**src/rtl/operand_stage.sv**
```systemverilog
// Operand stage: resolves rs1/rs2 through the forwarding network, selects
// the A/B/store operands and registers them behind a two-entry skid buffer.
module operand_stage #(
    parameter int unsigned XLEN  = 32,
    parameter int unsigned FWD_N = 3
) (
    input  logic                    clk_i,
    input  logic                    rst_n_i,
    input  logic                    Flush_i,
    input  logic                    InValid_i,
    output logic                    InReady_o,
    input  logic [1:0]              ASel_i,
    input  logic [1:0]              BSel_i,
    input  logic                    StoreEn_i,
    input  logic [4:0]              Rs1Addr_i,
    input  logic [4:0]              Rs2Addr_i,
    input  logic [XLEN-1:0]         DataA_i,
    input  logic [XLEN-1:0]         DataB_i,
    input  logic [XLEN-1:0]         Pc_i,
    input  logic [XLEN-1:0]         Imm_i,
    input  logic [FWD_N-1:0]        FwdValid_i,
    input  logic [FWD_N-1:0]        FwdPending_i,
    input  logic [5*FWD_N-1:0]      FwdAddr_i,
    input  logic [XLEN*FWD_N-1:0]   FwdData_i,
    output logic                    OutValid_o,
    input  logic                    OutReady_i,
    output logic [XLEN-1:0]         OpA_o,
    output logic [XLEN-1:0]         OpB_o,
    output logic [XLEN-1:0]         StoreData_o,
    output logic                    HazardStall_o
);

    typedef enum logic [1:0] {
        EMPTY = 2'd0,
        BUSY  = 2'd1,
        FULL  = 2'd2
    } state_t;

    state_t          state, next_state;
    logic [XLEN-1:0] fwd_a, fwd_b, sel_a, sel_b;
    logic            pend_a, pend_b, need_a, need_b, accept;
    logic            load_main, load_skid, move_skid;
    logic [XLEN-1:0] main_a, main_b, main_s;
    logic [XLEN-1:0] skid_a, skid_b, skid_s;

    // Forwarding: lowest-index non-pending match supplies the value; the
    // lowest-index valid match alone decides whether the source is still pending.
    always_comb begin
        logic hit_a, hit_b, got_a, got_b;
        fwd_a  = DataA_i;
        fwd_b  = DataB_i;
        pend_a = 1'b0;
        pend_b = 1'b0;
        hit_a  = 1'b0;
        hit_b  = 1'b0;
        got_a  = 1'b0;
        got_b  = 1'b0;
        for (int unsigned k = 0; k < FWD_N; k++) begin
            if (FwdValid_i[k] && (Rs1Addr_i != '0) && (FwdAddr_i[k*5 +: 5] == Rs1Addr_i)) begin
                if (!hit_a) begin
                    hit_a  = 1'b1;
                    pend_a = FwdPending_i[k];
                end
                if (!got_a && !FwdPending_i[k]) begin
                    got_a = 1'b1;
                    fwd_a = FwdData_i[k*XLEN +: XLEN];
                end
            end
            if (FwdValid_i[k] && (Rs2Addr_i != '0) && (FwdAddr_i[k*5 +: 5] == Rs2Addr_i)) begin
                if (!hit_b) begin
                    hit_b  = 1'b1;
                    pend_b = FwdPending_i[k];
                end
                if (!got_b && !FwdPending_i[k]) begin
                    got_b = 1'b1;
                    fwd_b = FwdData_i[k*XLEN +: XLEN];
                end
            end
        end
    end

    assign need_a        = (ASel_i == 2'b00);
    assign need_b        = (BSel_i == 2'b00) || StoreEn_i;
    assign HazardStall_o = InValid_i && ((need_a && pend_a) || (need_b && pend_b));
    assign InReady_o     = (state != FULL) && !HazardStall_o;
    assign accept        = InValid_i && InReady_o;

    // Operand selection from forwarded registers, PC, immediate and constants.
    always_comb begin
        case (ASel_i)
            2'b00:   sel_a = fwd_a;
            2'b01:   sel_a = Pc_i;
            default: sel_a = '0;
        endcase
        case (BSel_i)
            2'b00:   sel_b = fwd_b;
            2'b10:   sel_b = XLEN'(32'd4);
            default: sel_b = Imm_i;
        endcase
    end

    // Skid-buffer control: next state and register load enables.
    always_comb begin
        next_state = state;
        load_main  = 1'b0;
        load_skid  = 1'b0;
        move_skid  = 1'b0;
        case (state)
            EMPTY: begin
                if (accept) begin
                    next_state = BUSY;
                    load_main  = 1'b1;
                end
            end
            BUSY: begin
                if (accept && OutReady_i) begin
                    load_main = 1'b1;
                end else if (accept) begin
                    next_state = FULL;
                    load_skid  = 1'b1;
                end else if (OutReady_i) begin
                    next_state = EMPTY;
                end
            end
            FULL: begin
                if (OutReady_i) begin
                    next_state = BUSY;
                    move_skid  = 1'b1;
                end
            end
            default: next_state = EMPTY;
        endcase
        if (Flush_i) begin
            next_state = EMPTY;
            load_main  = 1'b0;
            load_skid  = 1'b0;
            move_skid  = 1'b0;
        end
    end

    // State register.
    always_ff @(posedge clk_i or negedge rst_n_i) begin
        if (!rst_n_i) state <= EMPTY;
        else          state <= next_state;
    end

    // Main output and skid data registers.
    always_ff @(posedge clk_i or negedge rst_n_i) begin
        if (!rst_n_i) begin
            main_a <= '0;
            main_b <= '0;
            main_s <= '0;
            skid_a <= '0;
            skid_b <= '0;
            skid_s <= '0;
        end else begin
            if (load_main) begin
                main_a <= sel_a;
                main_b <= sel_b;
                main_s <= fwd_b;
            end else if (move_skid) begin
                main_a <= skid_a;
                main_b <= skid_b;
                main_s <= skid_s;
            end
            if (load_skid) begin
                skid_a <= sel_a;
                skid_b <= sel_b;
                skid_s <= fwd_b;
            end
        end
    end

    assign OutValid_o  = (state != EMPTY);
    assign OpA_o       = main_a;
    assign OpB_o       = main_b;
    assign StoreData_o = main_s;

endmodule

```
**config.mk**
```make
export PLATFORM = sky130hd
export DESIGN_NAME = operand_stage
export DESIGN_NICKNAME = d
export VERILOG_FILES = /design/src/rtl/operand_stage.sv
export SDC_FILE = /design/constraint.sdc
export NUM_CORES = 1
export LEC_CHECK = 0
export CAP_MARGIN = 20
export CORE_ASPECT_RATIO = 1.4
export CORE_MARGIN = 1.5
export CORE_UTILIZATION = 45
export CTS_CLUSTER_DIAMETER = 30
export DETAILED_ROUTE_END_ITERATION = 8
export PLACE_DENSITY = 0.78
export RECOVER_POWER = 100
export SLEW_MARGIN = 20
export SYNTH_ARGS = -nofsm -noshare
export SYNTH_HDL_FRONTEND = slang
export SYNTH_SLANG_ARGS = --single-unit
```
**constraint.sdc**
```tcl
create_clock -name clk_i -period 10.1 [get_ports clk_i]
set_input_delay 2.02 -clock clk_i [delete_from_list [all_inputs] [get_ports clk_i]]
set_output_delay 2.02 -clock clk_i [all_outputs]
set_load 0.01 [all_outputs]
```
==> key figures, run 1 <==
Outcome
  • Status: finished, violations left
  • Violated checks: capacitance limit, slew limit

Global route
  • First-pass GRT wire length: 59200 µm
  • Vias in the first global route: 10.5k
  • Tot GR Track Use: 28.7%
  • Congestion Overflow GR: 0
  • Met2 Use GR: 51.1%
  • Layer with the highest usage: met2
  • Global routing usage on met3: under 10%
  • Initial antenna violation count: 4
  • Pin count of the biggest net entering global routing: roughly 120
  • Met1 GRT Util: 32.7%

Synth
  • EDFF count, synth: 0
  • Post-synthesis sequential area ratio: 41.8%
  • Async set-reset flop share out of synthesis: 100%
  • Yosys warnings: 0
  • Post-Syn Instances: approximately 1.1k
  • Post-Syn Area: 11600 µm²
  • Mean area per synthesized cell: 10.7 µm²
  • Share of the synthesized area in the top cell type: 41.8%
  • Syn Nets: between 1k and 1.5k
  • Main synth FF type: dfrtp_1
  • Seq cells post-synth: 194
  • Synth area leader: dfrtp_1
  • Post-synth cell types: 51
  • Top cells by area, synth: dfrtp_1 42%, mux2_2 15%, mux2i_1 13%

Placed design
  • Pre-CTS WS: 2.77 ns
  • GP Congestion: 0.889
  • Post-detailed-placement half-perimeter wirelength: 27500 µm
  • Port buffer count: ~360

Routing
  • Remaining DRCs: 0
  • 1st-iter DRT viols: slightly above 600
  • Via count: 10.1k
  • DRT Wirelength: 38600 µm
  • WL per Instance: 22.3 µm
  • Vias per inst: 5.86
  • Pre-antenna DRT Iters: 5
  • Antenna Violating Nets Remaining: 0

Clock network
  • Num Clock Sinks: approximately 190
  • CTS tree: done
  • Root Buffer: clkbuf_16
  • Deepest clock path buffer count: 2
  • H-tree Lvls: 4
  • Hold-fix buffers, CTS: 0
  • Post-CTS Resized: 0
  • Post-CTS setup buffers: 0
  • Clock Pin Slew Worst Setup and Hold Paths: 0.07 ns
  • Clk Latency, worst-skew pair: 0.44 ns
  • CTS buffer count: 17

Floorplan
  • Initial Util: 45.8%
  • Core area: 25400 µm²
  • Die area: 26800 µm²
  • Die Span Y: 193 µm
  • # IOs: around 360
  • Die width: 139 µm
  • Site row count: between 60 and 70

Setup path
  • CP peak stage delay: 2.06 ns
  • Setup crit end kind: register
  • WP data arrival: 8.49 ns
  • Crit Path Class: input port to register
  • Worst Setup Start Kind: input port
  • CP Data Required Time: about 10 ns
  • Critical path's slowest cell: clkbuf_1
  • Crit path max fanout: 54
  • Crit path cell chain: dlygate4sd3_1 -> xnor2_1 -> nand4_1 -> or3_1 -> o211ai_1 -> o21ai_0 -> nor3_4 -> clkbuf_1 -> buf_4 -> mux2_2

Pwr
  • Final Total Pwr: 2.59 mW
  • Worst vdd ir: 0.120 mV
  • Pleak: 6.75 nW
  • Power per cell area: roughly 160 nW/µm²

Cells and area
  • Layout cells sized above 1: 15.7%
  • Fill cells: approximately 2.1k
  • Area of the multi-input gates: 6090 µm²
  • Area Overhead vs Synth: 38.0%
  • Sequential cell area: just under 5000 µm²
  • Layout Nets: 1660

Timing
  • Final hold violations: 0
  • Final slew viol count: 245
  • Slew margin rel.: -317%
  • Fmax: 0.122 GHz
  • Post-route setup slack: 1.94 ns
  • Worst Tran Pin Value: 6.26 ns
  • Final setup fails: 0
  • Tcrit/Tclk final: 80.8%
  • Setup TNS: 0 ns
  • Fin crit period: 8.16 ns
  • Unrepaired setup endpoints after global routing: no
  • Setup Skew: between 0.007 and 0.008 ns

Job
  • Max-Cap Viols: 4

Min path
  • Hold Path Class: register to register
kinds of logic (layout without fill, tap and decap cells):
group	count (synthesis)	in the layout	share of synthesized area (%)
xor gates and xnor gates	28	28	2.11
buffers and inverters	168	490	6.33
and+or+nand+nor	194	194	8.44
muxes	319	319	29.3
AOI/OAI and AO/OA	182	182	12.1
other	0	4	0
DFF	194	194	41.8
flip-flops by register name, indices dropped and copies added (netlist names):
| signal | count |
|---|---|
| skid_b | 32 |
| skid_a | 32 |
| StoreData_o | 32 |
| OpA_o | 32 |
| OpB_o | 32 |
| skid_s | 32 |
| state | 2 |
area by class of cell:
cell class | instances | share of cell area (%)
multi-input cells | 723 | 38.0
flip-flops and latches | 194 | 30.3
repair buffers | 382 | 23.5
clock buffers | 19 | 2.76
well taps | 319 | 2.49
inverters | 77 | 1.80
clock inverters | 12 | 1.13
diodes | 4 | 0.0624
synthesized netlist by cell type, types with 2 or more instances:
master	instances
mux2_1	11
a31oi_1	31
nand2b_1	2
or3_1	3
nor4b_1	2
o211ai_1	35
a221oi_1	7
clkbuf_1	54
mux2_2	154
inv_1	77
a21oi_1	4
nand4_1	38
and2_1	3
mux2i_1	154
buf_4	4
nor3_1	38
o21ai_1	2
o31ai_1	2
xor2_1	4
a22oi_1	31
xnor2_1	24
a2111o_1	2
nor4_1	4
or4_1	3
o21a_1	2
buf_1	11
buf_2	12
a211oi_1	33
dfrtp_1	194
a221o_1	24
nor2b_1	5
nor2_1	46
buf_6	10
nand2_1	39
or2_2	4
worst paths after layout:
path	slack, ns	from	cells after the start	endpoint
worst max register to register	5.72	state[1]	6	StoreData_o[1]
worst max-delay path	1.94	Rs2Addr_i[2]	10	StoreData_o[1]
worst min-delay path	0.49	skid_a[12]	1	skid_a[12]
max in group asynchronous	2.71	rst_n_i	1	skid_b[2]
worst min register to register	0.49	skid_a[12]	1	skid_a[12]
min in group asynchronous	3.88	rst_n_i	1	skid_b[17]
power breakdown:
group	internal, mW	leakage [nW]	switching (mW)	total [mW]
logic	0.433	4.05	0.332	0.765
clock network	0.421	0.303	0.296	0.717
registers	0.997	2.39	0.109	1.11
worst max-delay path, delay by kind of cell:
kind / cells / cell delay, ns
buffers and inverters: 3 / 3.64
AND/OR/NAND/NOR: 3 / 1.43
AO/OA/AOI/OAI: 2 / 0.70
multiplexers: 1 / 0.41
XOR/XNOR: 1 / 0.19
metal layers:
| layer | routed length, µm | vias up | share of wire (%) |
|---|---|---|---|
| met2 | 20000 | 417 | 52 |
| met1 | 14700 | 5002 | 38 |
| li1 | - | 4633 | - |
| met5 | 11 | - | 0.028 |
| met3 | 2350 | 92 | 6.1 |
| met4 | 1560 | 2 | 4.0 |
layout by cell type (no fill, tap or decap), types with 4 or more instances in the layout:
cell type / n
a211oi_1: 33
a21oi_1: 4
a221o_1: 24
a221oi_1: 7
a22oi_1: 31
a31oi_1: 31
buf_4: 18
bufinv_16: 4
clkbuf_16: 17
clkdlybuf4s50_1: 261
clkinv_4: 4
dfrtp_1: 194
diode_2: 4
dlygate4sd3_1: 100
inv_1: 77
mux2_1: 11
mux2_2: 154
mux2i_1: 154
nand2_1: 39
nand4_1: 38
nor2_1: 45
nor2b_1: 4
nor3_1: 36
o211ai_1: 35
or2_2: 4
xnor2_1: 24
xor2_1: 4
per-stage QoR:
stage                     area, µm²  utilization, %  hold WS (ns)  cells
after floorplan               11600               -         0.459   1085
after global placement        15400            60.7         0.468   1695
final                         16000            63.2         0.490   1730
after CTS                     16000            63.2         0.495   1726
after detailed placement      15400            60.7         0.479   1695
after global routing          16000            63.1         0.501   1729
Power figures use the tool's default switching activity.
==> inputs of run 2 (changes only) <==
--- a/config.mk
+++ b/config.mk
@@ -8,7 +8,7 @@
 export CAP_MARGIN = 20
 export CORE_ASPECT_RATIO = 1.4
 export CORE_MARGIN = 1.5
-export CORE_UTILIZATION = 45
+export CORE_UTILIZATION = 43
 export CTS_CLUSTER_DIAMETER = 30
 export DETAILED_ROUTE_END_ITERATION = 8
 export PLACE_DENSITY = 0.78
==> constraint.sdc (replaced) <==
create_clock -name clk_i -period 6.8 [get_ports clk_i]
set_input_delay 1.36 -clock clk_i [delete_from_list [all_inputs] [get_ports clk_i]]
set_output_delay 1.36 -clock clk_i [all_outputs]
set_load 0.01 [all_outputs]
==> key figures, run 2 (same netlist as run 1, synthesis figures left out) <==
Timing
  • Worst Tran Pin Value: 3.70 ns
  • Final setup fails: 0
  • Fmax: approximately 0.17 GHz
  • Setup Skew: 0.00930 ns
  • Tcrit/Tclk final: 88.7%
  • Unrepaired setup endpoints after global routing: no
  • Setup TNS: 0 ns
  • Slew margin rel.: -146%
  • Fin crit period: 6.03 ns
  • Final hold violations: 0
  • Worst hold margin: 0.495 ns
  • Final slew viol count: 249

Floorplan
  • Site row count: 71
  • Die Span Y: 197 µm
  • Die width: 142 µm
  • Core area: ~27000 µm²
  • # IOs: 364
  • Initial Util: 43.5%
  • Die area: ~28000 µm²

Clock network
  • Num Clock Sinks: between 150 and 200
  • Root Buffer: clkbuf_16
  • Hold-fix buffers, CTS: 0
  • Post-CTS Resized: 0
  • CTS buffer count: 17
  • Deepest clock path buffer count: 2
  • CTS tree: done
  • Clk Latency, worst-skew pair: between 0.4 and 0.5 ns
  • Post-CTS setup buffers: 0
  • Clock Pin Slew Worst Setup and Hold Paths: 0.08 ns
  • H-tree Lvls: 4

Routing
  • WL per Instance: 22.0 µm
  • Via count: between 10k and 15k
  • Antenna Violating Nets Remaining: 0
  • 1st-iter DRT viols: ~730
  • Remaining DRCs: 0
  • Pre-antenna DRT Iters: 6
  • DRT Wirelength: 39100 µm
  • Vias per inst: 5.75

Setup path
  • FF-to-FF Start: state[1]
  • Reg-to-reg setup timing slack: 3.91 ns
  • Bufs and invs on worst path: 2
  • Crit path max fanout: 17
  • Top delay family on crit path: compound AO/OA/AOI/OAI gates
  • Crit Path Class: input port to register
  • Crit path cell chain: dlygate4sd3_1 -> or4_1 -> nor2_1 -> nor4b_1 -> o31ai_1 -> buf_4 -> a211oi_1 -> a221oi_1 -> mux2i_1
  • CP peak stage delay: approximately 2.1 ns
  • Cells on worst reg2reg path: 5
  • Setup crit end kind: register
  • R2R Path End: StoreData_o[4]
  • CP Data Required Time: just over 7 ns
  • Worst Setup Start Kind: input port
  • WP data arrival: between 6 and 7 ns
  • Critical path's slowest cell: o31ai_1

Cells and area
  • Commonest non-fill, non-tap cell in the layout: clkdlybuf4s50_1
  • Design area: 16100 µm²
  • Fill cells: 2267
  • Layout Nets: 1662
  • Area Overhead vs Synth: 38.3%
  • Area of the multi-input gates: 6080 µm²
  • Most frequent cells in the layout: 260 x clkdlybuf4s50_1, 194 x dfrtp_1, 154 x mux2i_1, 154 x mux2_2, 101 x dlygate4sd3_1
  • Sequential cell area: 4850 µm²
  • Layout cells sized above 1: between 10% and 20%

Min path
  • Hold Path Depth: 1
  • Worst Hold End: skid_a[13]
  • Hold Path Class: register to register
  • Min-delay src: skid_a[13]

Global route
  • Initial antenna violation count: 2
  • Pin count of the biggest net entering global routing: 67
  • Tot GR Track Use: 28.0%
  • Vias in the first global route: 10.5k
  • First-pass GRT wire length: 59300 µm
  • Congestion Overflow GR: 0

Placed design
  • Post-detailed-placement half-perimeter wirelength: 27800 µm
  • Post-DP Area: 15500 µm²
  • GP Congestion: 0.920
  • Port buffer count: 363

Pwr
  • Worst vdd ir: 0.159 mV
  • Power per cell area: 236 nW/µm²
  • Pleak: 6.74 nW

Job
  • Max-Cap Viols: 5

Outcome
  • Violated checks: capacitance limit, slew limit
  • Status: finished, violations left
[run 2: where the power goes]
group	internal [mW]	total [mW]	switching, mW
Sequential	1.48	1.64	0.165
Clock	0.524	1.01	0.488
Combinational	0.640	1.13	0.490
Total	2.64	3.79	1.14
[run 2: stage by stage]
stage               utilization [%]  setup slack, ns  power, mW  cells
floorplan                         -             1.97       2.20   1085
global placement               58.0             1.25       2.80   1743
detailed placement             58.0             1.22       2.85   1743
CTS                            60.2             1.21       3.87   1775
global route                   60.1            0.549       3.99   1777
finish                         60.1            0.771       3.79   1777
[run 2: worst max-delay path by stage]
stage	start	to	slack, ns	depth (start not counted)
floorplan	Rs1Addr_i[1]	InReady_o	1.97	8
global placement	Rs2Addr_i[1]	InReady_o	1.25	9
detailed placement	Rs2Addr_i[1]	InReady_o	1.22	9
CTS	Rs2Addr_i[1]	InReady_o	1.21	9
global route	Rs1Addr_i[0]	skid_a[29]	0.55	9
finish	Rs1Addr_i[0]	OpA_o[28]	0.77	9
[run 2: layout make-up]
class	count	share of cell area [%]
clock buffers	17	2.65
clock inverters	15	1.07
inverters	77	1.80
repair buffers	384	23.5
multi-input cells	723	37.8
diodes	2	0.0312
flip-flops and latches	194	30.2
well taps	365	2.84
[run 2: per-layer routing]
metal | up-vias | global-route usage [%] | part of all wire (%)
met2 | 468 | 49.6 | 51
met1 | 5013 | 31.5 | 37
met4 | 0 | 14.5 | 4.7
met5 | - | 0 | 0
met3 | 101 | 5.99 | 6.6
li1 | 4627 | - | -
==> inputs of run 3 (changes only) <==
--- a/config.mk
+++ b/config.mk
@@ -5,12 +5,14 @@
 export SDC_FILE = /design/constraint.sdc
 export NUM_CORES = 1
 export LEC_CHECK = 0
+export ABC_CLOCK_PERIOD_IN_PS = 6800
 export CAP_MARGIN = 20
 export CORE_ASPECT_RATIO = 1.4
 export CORE_MARGIN = 1.5
 export CORE_UTILIZATION = 43
 export CTS_CLUSTER_DIAMETER = 30
 export DETAILED_ROUTE_END_ITERATION = 8
+export HOLD_SLACK_MARGIN = 0.15
 export PLACE_DENSITY = 0.78
 export RECOVER_POWER = 100
 export SLEW_MARGIN = 20
==> results of run 3 <==
The final DEF is identical to that of run 2; final timing and power are the same.
